### src/rtl/vic_nested_ctrl.sv
// Nested vectored interrupt controller: fixed-priority edge-triggered sources, preemption,
// tail-chaining on return, and a hardware stack of {return PC, preempted level}.
module vic_nested_ctrl #(
    parameter int          N_IRQ       = 8,
    parameter int          ADDR_W      = 32,
    parameter int          STACK_DEPTH = 4,
    parameter logic [31:0] VEC_BASE    = 32'h0000_0100,
    parameter int          VEC_STRIDE  = 4
) (
    input  logic                             i_clk,
    input  logic                             i_rst,
    input  logic [ADDR_W-1:0]                i_PC,
    input  logic                             i_PC_stall,
    input  logic                             i_reti,
    input  logic [N_IRQ-1:0]                 i_irq,
    input  logic [N_IRQ-1:0]                 i_irq_mask,
    output logic                             o_IRQ,
    output logic [ADDR_W-1:0]                o_VIC_iaddr,
    output logic                             o_VIC_PC_ctrl,
    output logic [$clog2(N_IRQ)-1:0]         o_irq_id,
    output logic [$clog2(STACK_DEPTH+1)-1:0] o_nest_level,
    output logic                             o_err
);
    localparam int ID_W    = $clog2(N_IRQ);
    localparam int LVL_W   = $clog2(N_IRQ + 1);
    localparam int DEPTH_W = $clog2(STACK_DEPTH + 1);
    localparam int PTR_W   = (STACK_DEPTH > 1) ? $clog2(STACK_DEPTH) : 1;

    typedef enum logic {IDLE, REDIR} state_t;

    state_t              state_reg;
    logic [N_IRQ-1:0]    irq_prev_reg;
    logic [N_IRQ-1:0]    pend_reg;
    logic                reti_pend_reg;
    logic [DEPTH_W-1:0]  depth_reg;
    logic [ID_W-1:0]     irq_id_reg;
    logic [ADDR_W-1:0]   iaddr_reg;
    logic                pc_ctrl_reg;
    logic                irq_reg;
    logic                err_reg;
    logic [ADDR_W-1:0]   pc_stack [STACK_DEPTH];
    logic [LVL_W-1:0]    lvl_stack [STACK_DEPTH];

    logic [N_IRQ-1:0]    rise;
    logic [N_IRQ-1:0]    req;
    logic [N_IRQ-1:0]    clr_mask;
    logic                cand_valid;
    logic [ID_W-1:0]     cand;
    logic [LVL_W-1:0]    cur_lvl;
    logic [LVL_W-1:0]    lvl_top;
    logic [PTR_W-1:0]    top_idx;
    logic [PTR_W-1:0]    push_idx;
    logic                reti_now;
    logic                have_frame;
    logic                do_err;
    logic                do_tail;
    logic                do_pop;
    logic                do_push;

    function automatic logic [ADDR_W-1:0] vec_addr(input logic [ID_W-1:0] id);
        return ADDR_W'(VEC_BASE) + ADDR_W'(id) * ADDR_W'(VEC_STRIDE);
    endfunction

    genvar gi;
    generate
        for (gi = 0; gi < N_IRQ; gi++) begin : g_src
            assign rise[gi] = i_irq[gi] & ~irq_prev_reg[gi];
            assign req[gi]  = pend_reg[gi] & i_irq_mask[gi];
        end
    endgenerate

    // Lowest enabled pending index wins.
    always_comb begin
        cand_valid = 1'b0;
        cand       = '0;
        for (int i = N_IRQ - 1; i >= 0; i--) begin
            if (req[i]) begin
                cand_valid = 1'b1;
                cand       = ID_W'(i);
            end
        end
    end

    assign have_frame = (depth_reg != '0);
    assign cur_lvl    = have_frame ? LVL_W'(irq_id_reg) : LVL_W'(N_IRQ);
    assign top_idx    = depth_reg[PTR_W-1:0] - 1'b1;
    assign push_idx   = depth_reg[PTR_W-1:0];
    assign lvl_top    = lvl_stack[top_idx];

    // A latched return from the REDIR window counts as a return on the first IDLE cycle.
    assign reti_now = (state_reg == IDLE) & (i_reti | reti_pend_reg);
    assign do_err   = reti_now & ~have_frame;
    assign do_tail  = reti_now & have_frame & cand_valid & (LVL_W'(cand) < lvl_top);
    assign do_pop   = reti_now & have_frame & ~do_tail;
    assign do_push  = (state_reg == IDLE) & ~reti_now & cand_valid &
                      (LVL_W'(cand) < cur_lvl) & (depth_reg < DEPTH_W'(STACK_DEPTH));
    assign clr_mask = (do_tail | do_push) ? (N_IRQ'(1) << cand) : '0;

    always_ff @(posedge i_clk or negedge i_rst) begin
        if (!i_rst) begin
            state_reg     <= IDLE;
            irq_prev_reg  <= '0;
            pend_reg      <= '0;
            reti_pend_reg <= 1'b0;
            depth_reg     <= '0;
            irq_id_reg    <= '0;
            iaddr_reg     <= '0;
            pc_ctrl_reg   <= 1'b0;
            irq_reg       <= 1'b0;
            err_reg       <= 1'b0;
            for (int i = 0; i < STACK_DEPTH; i++) begin
                pc_stack[i]  <= '0;
                lvl_stack[i] <= '0;
            end
        end else begin
            irq_prev_reg <= i_irq;
            pend_reg     <= (pend_reg | rise) & ~clr_mask;
            err_reg      <= 1'b0;
            case (state_reg)
                IDLE: begin
                    if (reti_now) begin
                        reti_pend_reg <= 1'b0;
                    end
                    if (do_err) begin
                        err_reg <= 1'b1;
                    end
                    if (do_tail || do_push) begin
                        irq_id_reg  <= cand;
                        iaddr_reg   <= vec_addr(cand);
                        pc_ctrl_reg <= 1'b1;
                        state_reg   <= REDIR;
                    end
                    if (do_push) begin
                        pc_stack[push_idx]  <= i_PC;
                        lvl_stack[push_idx] <= cur_lvl;
                        depth_reg           <= depth_reg + 1'b1;
                        irq_reg             <= 1'b1;
                    end
                    if (do_pop) begin
                        irq_id_reg  <= (lvl_top == LVL_W'(N_IRQ)) ? '0 : ID_W'(lvl_top);
                        iaddr_reg   <= pc_stack[top_idx];
                        pc_ctrl_reg <= 1'b1;
                        state_reg   <= REDIR;
                        depth_reg   <= depth_reg - 1'b1;
                        irq_reg     <= (depth_reg != DEPTH_W'(1));
                    end
                end
                REDIR: begin
                    if (i_reti) begin
                        reti_pend_reg <= 1'b1;
                    end
                    if (!i_PC_stall) begin
                        pc_ctrl_reg <= 1'b0;
                        state_reg   <= IDLE;
                    end
                end
                default: state_reg <= IDLE;
            endcase
        end
    end

    assign o_IRQ         = irq_reg;
    assign o_VIC_iaddr   = iaddr_reg;
    assign o_VIC_PC_ctrl = pc_ctrl_reg;
    assign o_irq_id      = irq_id_reg;
    assign o_nest_level  = depth_reg;
    assign o_err         = err_reg;

endmodule

### config.mk
export PLATFORM = sky130hd
export DESIGN_NAME = vic_nested_ctrl
export DESIGN_NICKNAME = d
export VERILOG_FILES = /design/src/rtl/vic_nested_ctrl.sv
export SDC_FILE = /design/constraint.sdc
export NUM_CORES = 1
export LEC_CHECK = 0
export ABC_AREA = 1
export CORE_MARGIN = 5
export CORE_UTILIZATION = 40
export DETAILED_ROUTE_END_ITERATION = 8
export MAX_ROUTING_LAYER = met4
export PLACE_DENSITY_LB_ADDON = 0.2
export SLEW_MARGIN = 25
export SYNTH_ARGS = -nofsm -noshare
export SYNTH_HDL_FRONTEND = slang
export SYNTH_SLANG_ARGS = --single-unit
### constraint.sdc
create_clock -name i_clk -period 3.05 [get_ports i_clk]
set_clock_uncertainty 0.05 [all_clocks]
set_input_delay 0.7625 -clock i_clk [delete_from_list [all_inputs] [get_ports i_clk]]
set_output_delay 0.7625 -clock i_clk [all_outputs]
set_load 0.005 [all_outputs]
After elaboration in Yosys (flattened, before gate mapping)
Cells that the tools add are included.
{"block": "word_totals", "regBits": 203, "output_inout_bits": 41}
{"block": "classes", "addsub": 4, "magnitude_cmp": 6, "eq_ne": 6, "n_shift": 1, "muxes": 52, "bitwise": 45, "reduce_logical": 10}
{"operator": "$mux W32", "count": 5}
{"operator": "$bwmux W128", "count": 1}
{"operator": "$bmux W32 S2", "count": 1}
{"operator": "$demux W32 S2", "count": 1}
{"operator": "$mux W3", "count": 13}
{"operator": "$and A1 B1 Y1", "count": 26}
{"operator": "$mux W1", "count": 20}
{"operator": "$bwmux W16", "count": 1}
{"operator": "$mux W4", "count": 4}
{"operator": "$not A1 Y1", "count": 12}
{"operator": "$add A9 B5 Y10 const A", "count": 1}
{"operator": "$reduce_and A2 Y1", "count": 5}
{"operator": "$and A8 B8 Y8", "count": 1}
{"operator": "$bmux W4 S2", "count": 1}
{"operator": "$demux W4 S2", "count": 1}
{"operator": "$lt A3 B4 Y1", "count": 2}
{"operator": "$mux W8", "count": 1}
{"operator": "$not A8 Y8", "count": 1}
{"operator": "$or A8 B8 Y8", "count": 1}
{"operator": "$shl A1 B3 Y8 const A", "count": 1}
{"operator": "$ge A3 B3 Y1 const B", "count": 2}
{"operator": "$ne A2 B2 Y1 const B", "count": 3}
{"operator": "$not A2 Y3", "count": 2}
{"operator": "$pmux W1 S2", "count": 3}
{"operator": "other kinds (13)", "count": 15}

Longest topological paths before layout
{"block": "depth", "depth_word": 16, "ltp_mapped": 20, "ltp_nobuf": 19}

Least setup slack after synthesis
OpenSTA, ideal clock, no wires.
{"block": "synth_timing", "kind": "register -> register", "from": "register depth_reg[0], in the netlist o_nest_level[0]", "to": "register irq_reg, in the netlist o_IRQ", "setup_ns": 0.119, "t_arrival_ns": 2.857, "required_ns": 2.881, "slack_ns": 0.023, "stages_incl_launch_ff": 19, "path_buffers": 4, "period_less_slack_ns": 3.027, "cell_sequence": "dfrtp_1 -> inv_2 -> buf_1 -> ha_1 -> inv_2 -> buf_2 -> a21oi_1 -> a32oi_1 -> inv_1 -> ha_1 -> inv_1 -> nor2_1 -> nand2_1 -> nand2_2 -> nand2_1 -> buf_4 -> buf_6 -> nor3_2 -> nor2_1"}
{"block": "synth_between", "elab_chain_len": 11, "word_cells_on_any_way": 21, "cone_classes": "add/sub (1); order compare (3); eq/ne (1); mux (5); bitwise (8); reduce/logical (3)"}
{"element": "start: declaration", "line": "35", "rtl": "logic [DEPTH_W-1:0] depth_reg;"}
{"element": "start signal: assignment", "line": "136", "rtl": "depth_reg <= depth_reg + 1'b1;"}
{"element": "start signal: assignment", "line": "144", "rtl": "depth_reg <= depth_reg - 1'b1;"}
{"element": "$sub A2 B1 Y2 *", "line": "86", "rtl": "assign top_idx = depth_reg[PTR_W-1:0] - 1'b1;"}
{"element": "named net top_idx[0]", "line": "51", "rtl": "logic [PTR_W-1:0] top_idx;"}
{"element": "$not A2 Y3 (not written as such) *", "line": "88", "rtl": "assign lvl_top = lvl_stack[top_idx];"}
{"element": "$bmux W4 S2 *", "line": "88"}
{"element": "$mux W4 (not written as such) * (2 in series)", "line": "88"}
{"element": "$lt A3 B4 Y1 *", "line": "93", "rtl": "assign do_tail = reti_now & have_frame & cand_valid & (LVL_W'(cand) < lvl_top);"}
{"element": "$and A1 B1 Y1 *", "line": "93"}
{"element": "$not A1 Y1 *", "line": "94", "rtl": "assign do_pop = reti_now & have_frame & ~do_tail;"}
{"element": "$and A1 B1 Y1 *", "line": "94"}
{"element": "$reduce_bool A2 Y1 (no line)"}
{"element": "$reduce_and A2 Y1 (no line)"}
{"element": "end signal: assignment", "line": "145", "rtl": "irq_reg <= (depth_reg != DEPTH_W'(1));"}
{"element": "end: declaration", "line": "39", "rtl": "logic irq_reg;"}
Mark *: on every way through the listed nets, which the timed path passes. The rest lies on a longest branch. The select of a mux whose other input is x is not followed.
A chain may end at the register's enable or synchronous reset.

Worst setup path in the final report
{"block": "layout_timing", "from": "register depth_reg[0], in the netlist o_nest_level[0]", "to": "output o_nest_level[0]"}
{"element": "end: declaration", "line": "21", "rtl": "output logic [$clog2(STACK_DEPTH+1)-1:0] o_nest_level,"}
No word-level cell between the ends.

==> out/metrics.yaml <==
synthesis:
  avgSynthCellArea_um2: 8.13
  synth_area_leaders: "dfrtp_1 54%, nand2_1 17%, o21ai_0 9.5%"
  postSynthCellCount: 1158
  ys_ff_latch: 203
  ys_seq_area_frac: 0.540
  synth_top_area_share: 0.540
  yosys.area.top_type: "dfrtp_1"
  synth_area_um2: 9410
  synth_cell_types: 34
  syn_nets: 1219
  synth_warnings: 0
drt:
  viasPerCell: 5.08
  vias: 8106
  drt_first_pass_iters: 4
  drc: 0
  ant_nets: 0
  drt_iter0_markers: 563
  wl_mm: 26.4
  wire_per_inst_um: 16.5
outcome:
  outcome: "finished, final reports clean"
global_route:
  antenna_found_initial: 0
  grt_pass1_wl_mm: 43.3
  grt_pass1_vias: 7953
  grt_use_total: 0.206
  grt-ovfl-total: 0
  grt_max_degree: 67
worst_setup_path:
  cp_max_fo: 55
  crit_path_end_kind: "output pin"
  crit_required_ns: 2.24
  path_cells: "buf_4 > clkdlybuf4s50_1"
  cp-start-kind: "flop"
  critical_path.slowest_cell: "clkdlybuf4s50_1"
  critPathArrivalTime_ns: 2.06
  crit_type: "reg -> out"
  max_stage_delay_ns: 0.64
finish:
  final_common_cell: "nand2_1"
  area_growth_pct: 24.6
  largest-register: "pc_stack"
  num_antenna_cells: 0
  layout.cells.most_common_list: "436 x nand2_1, 202 x dfrtp_1, 179 x o21ai_0"
  post-route-util: 0.503
  drive_above_1_share: 0.0908
  largest_reg_flops: 128
  final_nets: 1324
die:
  die_area_um2: 26700
  ios: 93
  die_w_um: 163
  rows: 56
  die-height_um: 163
  placeableCoreArea_um2: 23300
  start_util: 0.403
clock_tree:
  cts_resized: 0
  clock-sinks: 203
  cts_root_buffer: "clkbuf_16"
  clkTransAtPathRegs_ns: 0.06
  cts_tree: "built"
  cts_htree_levels: 1
  clk_latency_ns: 0.51
  postCtsSetupBuffers: 0
  cts-hold-fix-buffers: 0
  cts_buffers: 24
  clockBufferDepth: 3
placed_design:
  post-dp-hpwl_mm: 16.8
  gp_congestion: 0.884
  post-place-ws_ns: -0.119
  port_buffers: 92
power:
  powerDensity_nw_per_um2: 1060
  internal_power_mw: 7.33
  irDropWorstVdd_mv: 0.473
  swShare: 0.410
  switchingPower_mw: 5.09
  power_frac_clock: 0.213
  leakagePower_nw: 5.85
  p_seq_frac: 0.333
  comb_power_share: 0.454
sta:
  worst-slew-pin-transition_ns: 0.662
  fmax_mhz: 348
  fin_crit_ns: 2.88
  setup_ws_ns: 0.174
  slew_viol_final: 0
  timing.final.crit_share: 0.943
  finalHoldViolCount: 0
  rsz0062_at_grt: "no"
  whs_ns: 0.215
  setup_violations: 0
  maxSlewHeadroom: 0.558
job:
  maxCapViolCount: 0
hold_path:
  hold_class: "in -> async"
Yosys cell counts:
master / number
nand3_2: 1
nor2_4: 2
inv_2: 3
nor3_2: 1
o21ai_0: 179
inv_1: 39
nand2_1: 437
nand2_4: 1
xnor2_1: 2
dfrtp_1: 203
buf_1: 6
nand2_2: 3
o21bai_4: 1
clkbuf_2: 3
buf_4: 8
o21ai_2: 1
buf_6: 5
a32oi_1: 2
nor2_2: 3
o211a_1: 1
a21oi_1: 22
clkbuf_1: 27
nor3_1: 2
nand3_1: 13
nor2_8: 1
buf_2: 27
nand4_1: 35
ha_1: 9
nor2_1: 84
clkinv_1: 2
or2_2: 1
o22ai_1: 32
a221oi_1: 1
a21boi_2: 1
per-layer routing:
layer / up-vias / global-route usage / wire (µm)
met5: - / - / 0
met4: 0 / 0.0416 / 431
met3: 41 / 0.0310 / 1570
met2: 223 / 0.316 / 12200
met1: 3856 / 0.294 / 12200
li1: 3986 / - / -
worst max-delay path, delay by kind of cell, from the launching register on:
kind,cells,cell delay [ns]
buffers and inverters,2,1.16
flip-flops,1,0.38
cells by family (layout without fill, tap and decap cells):
family          Yosys count  count (layout)  synth area share
xor+xnor                  2               2           0.00186
flops                   203             203             0.540
fa+ha+maj                 9               9            0.0120
simple gates            584             584             0.251
buf+inv                 120             240            0.0590
compound gates          240             240             0.136
worst paths after layout:
kind	start	end	slack (ns)	cells after the start
worst max-delay path	o_nest_level[0]	o_nest_level[0]	0.17	2
worst min-delay path	i_rst	irq_prev_reg[3]	0.22	1
worst max register to register	o_nest_level[0]	o_VIC_iaddr[21]	0.23	16
worst min register to register	pc_stack[100]	pc_stack[100]	0.42	2
max in group asynchronous	i_rst	pc_stack[113]	2.03	2
min in group i_clk	pc_stack[100]	pc_stack[100]	0.42	2
stage by stage:
stage               power, mW  TNS (ns)  instance area, µm²  instances
global route             13.5         0               11700       1597
global placement         9.74    -10.70               11000       1556
CTS                      12.5         0               11700       1597
floorplan                7.66         0                9410       1158
finish                   12.4         0               11700       1597
detailed placement       9.83    -12.33               11000       1556
power groups by stage:
stage	combinational (mW)	sequential [mW]	clock, mW
4_1_cts	5.67	4.14	2.71
3_5_place_dp	5.65	4.18	0
3_3_place_gp	5.58	4.16	0
2_1_floorplan	3.58	4.08	0
6_report	5.63	4.14	2.65
5_1_grt	6.39	4.27	2.81
final cells by class:
class / instances / area, µm²
Fill cell: 2266 / 11600
Timing Repair Buffer: 155 / 1570
Multi-Input combinational cell: 835 / 3790
Sequential cell: 203 / 5080
Inverter: 44 / 165
Tap cell: 319 / 399
Clock inverter: 3 / 18.8
Clock buffer: 38 / 704
Power figures use the tool's default switching activity.
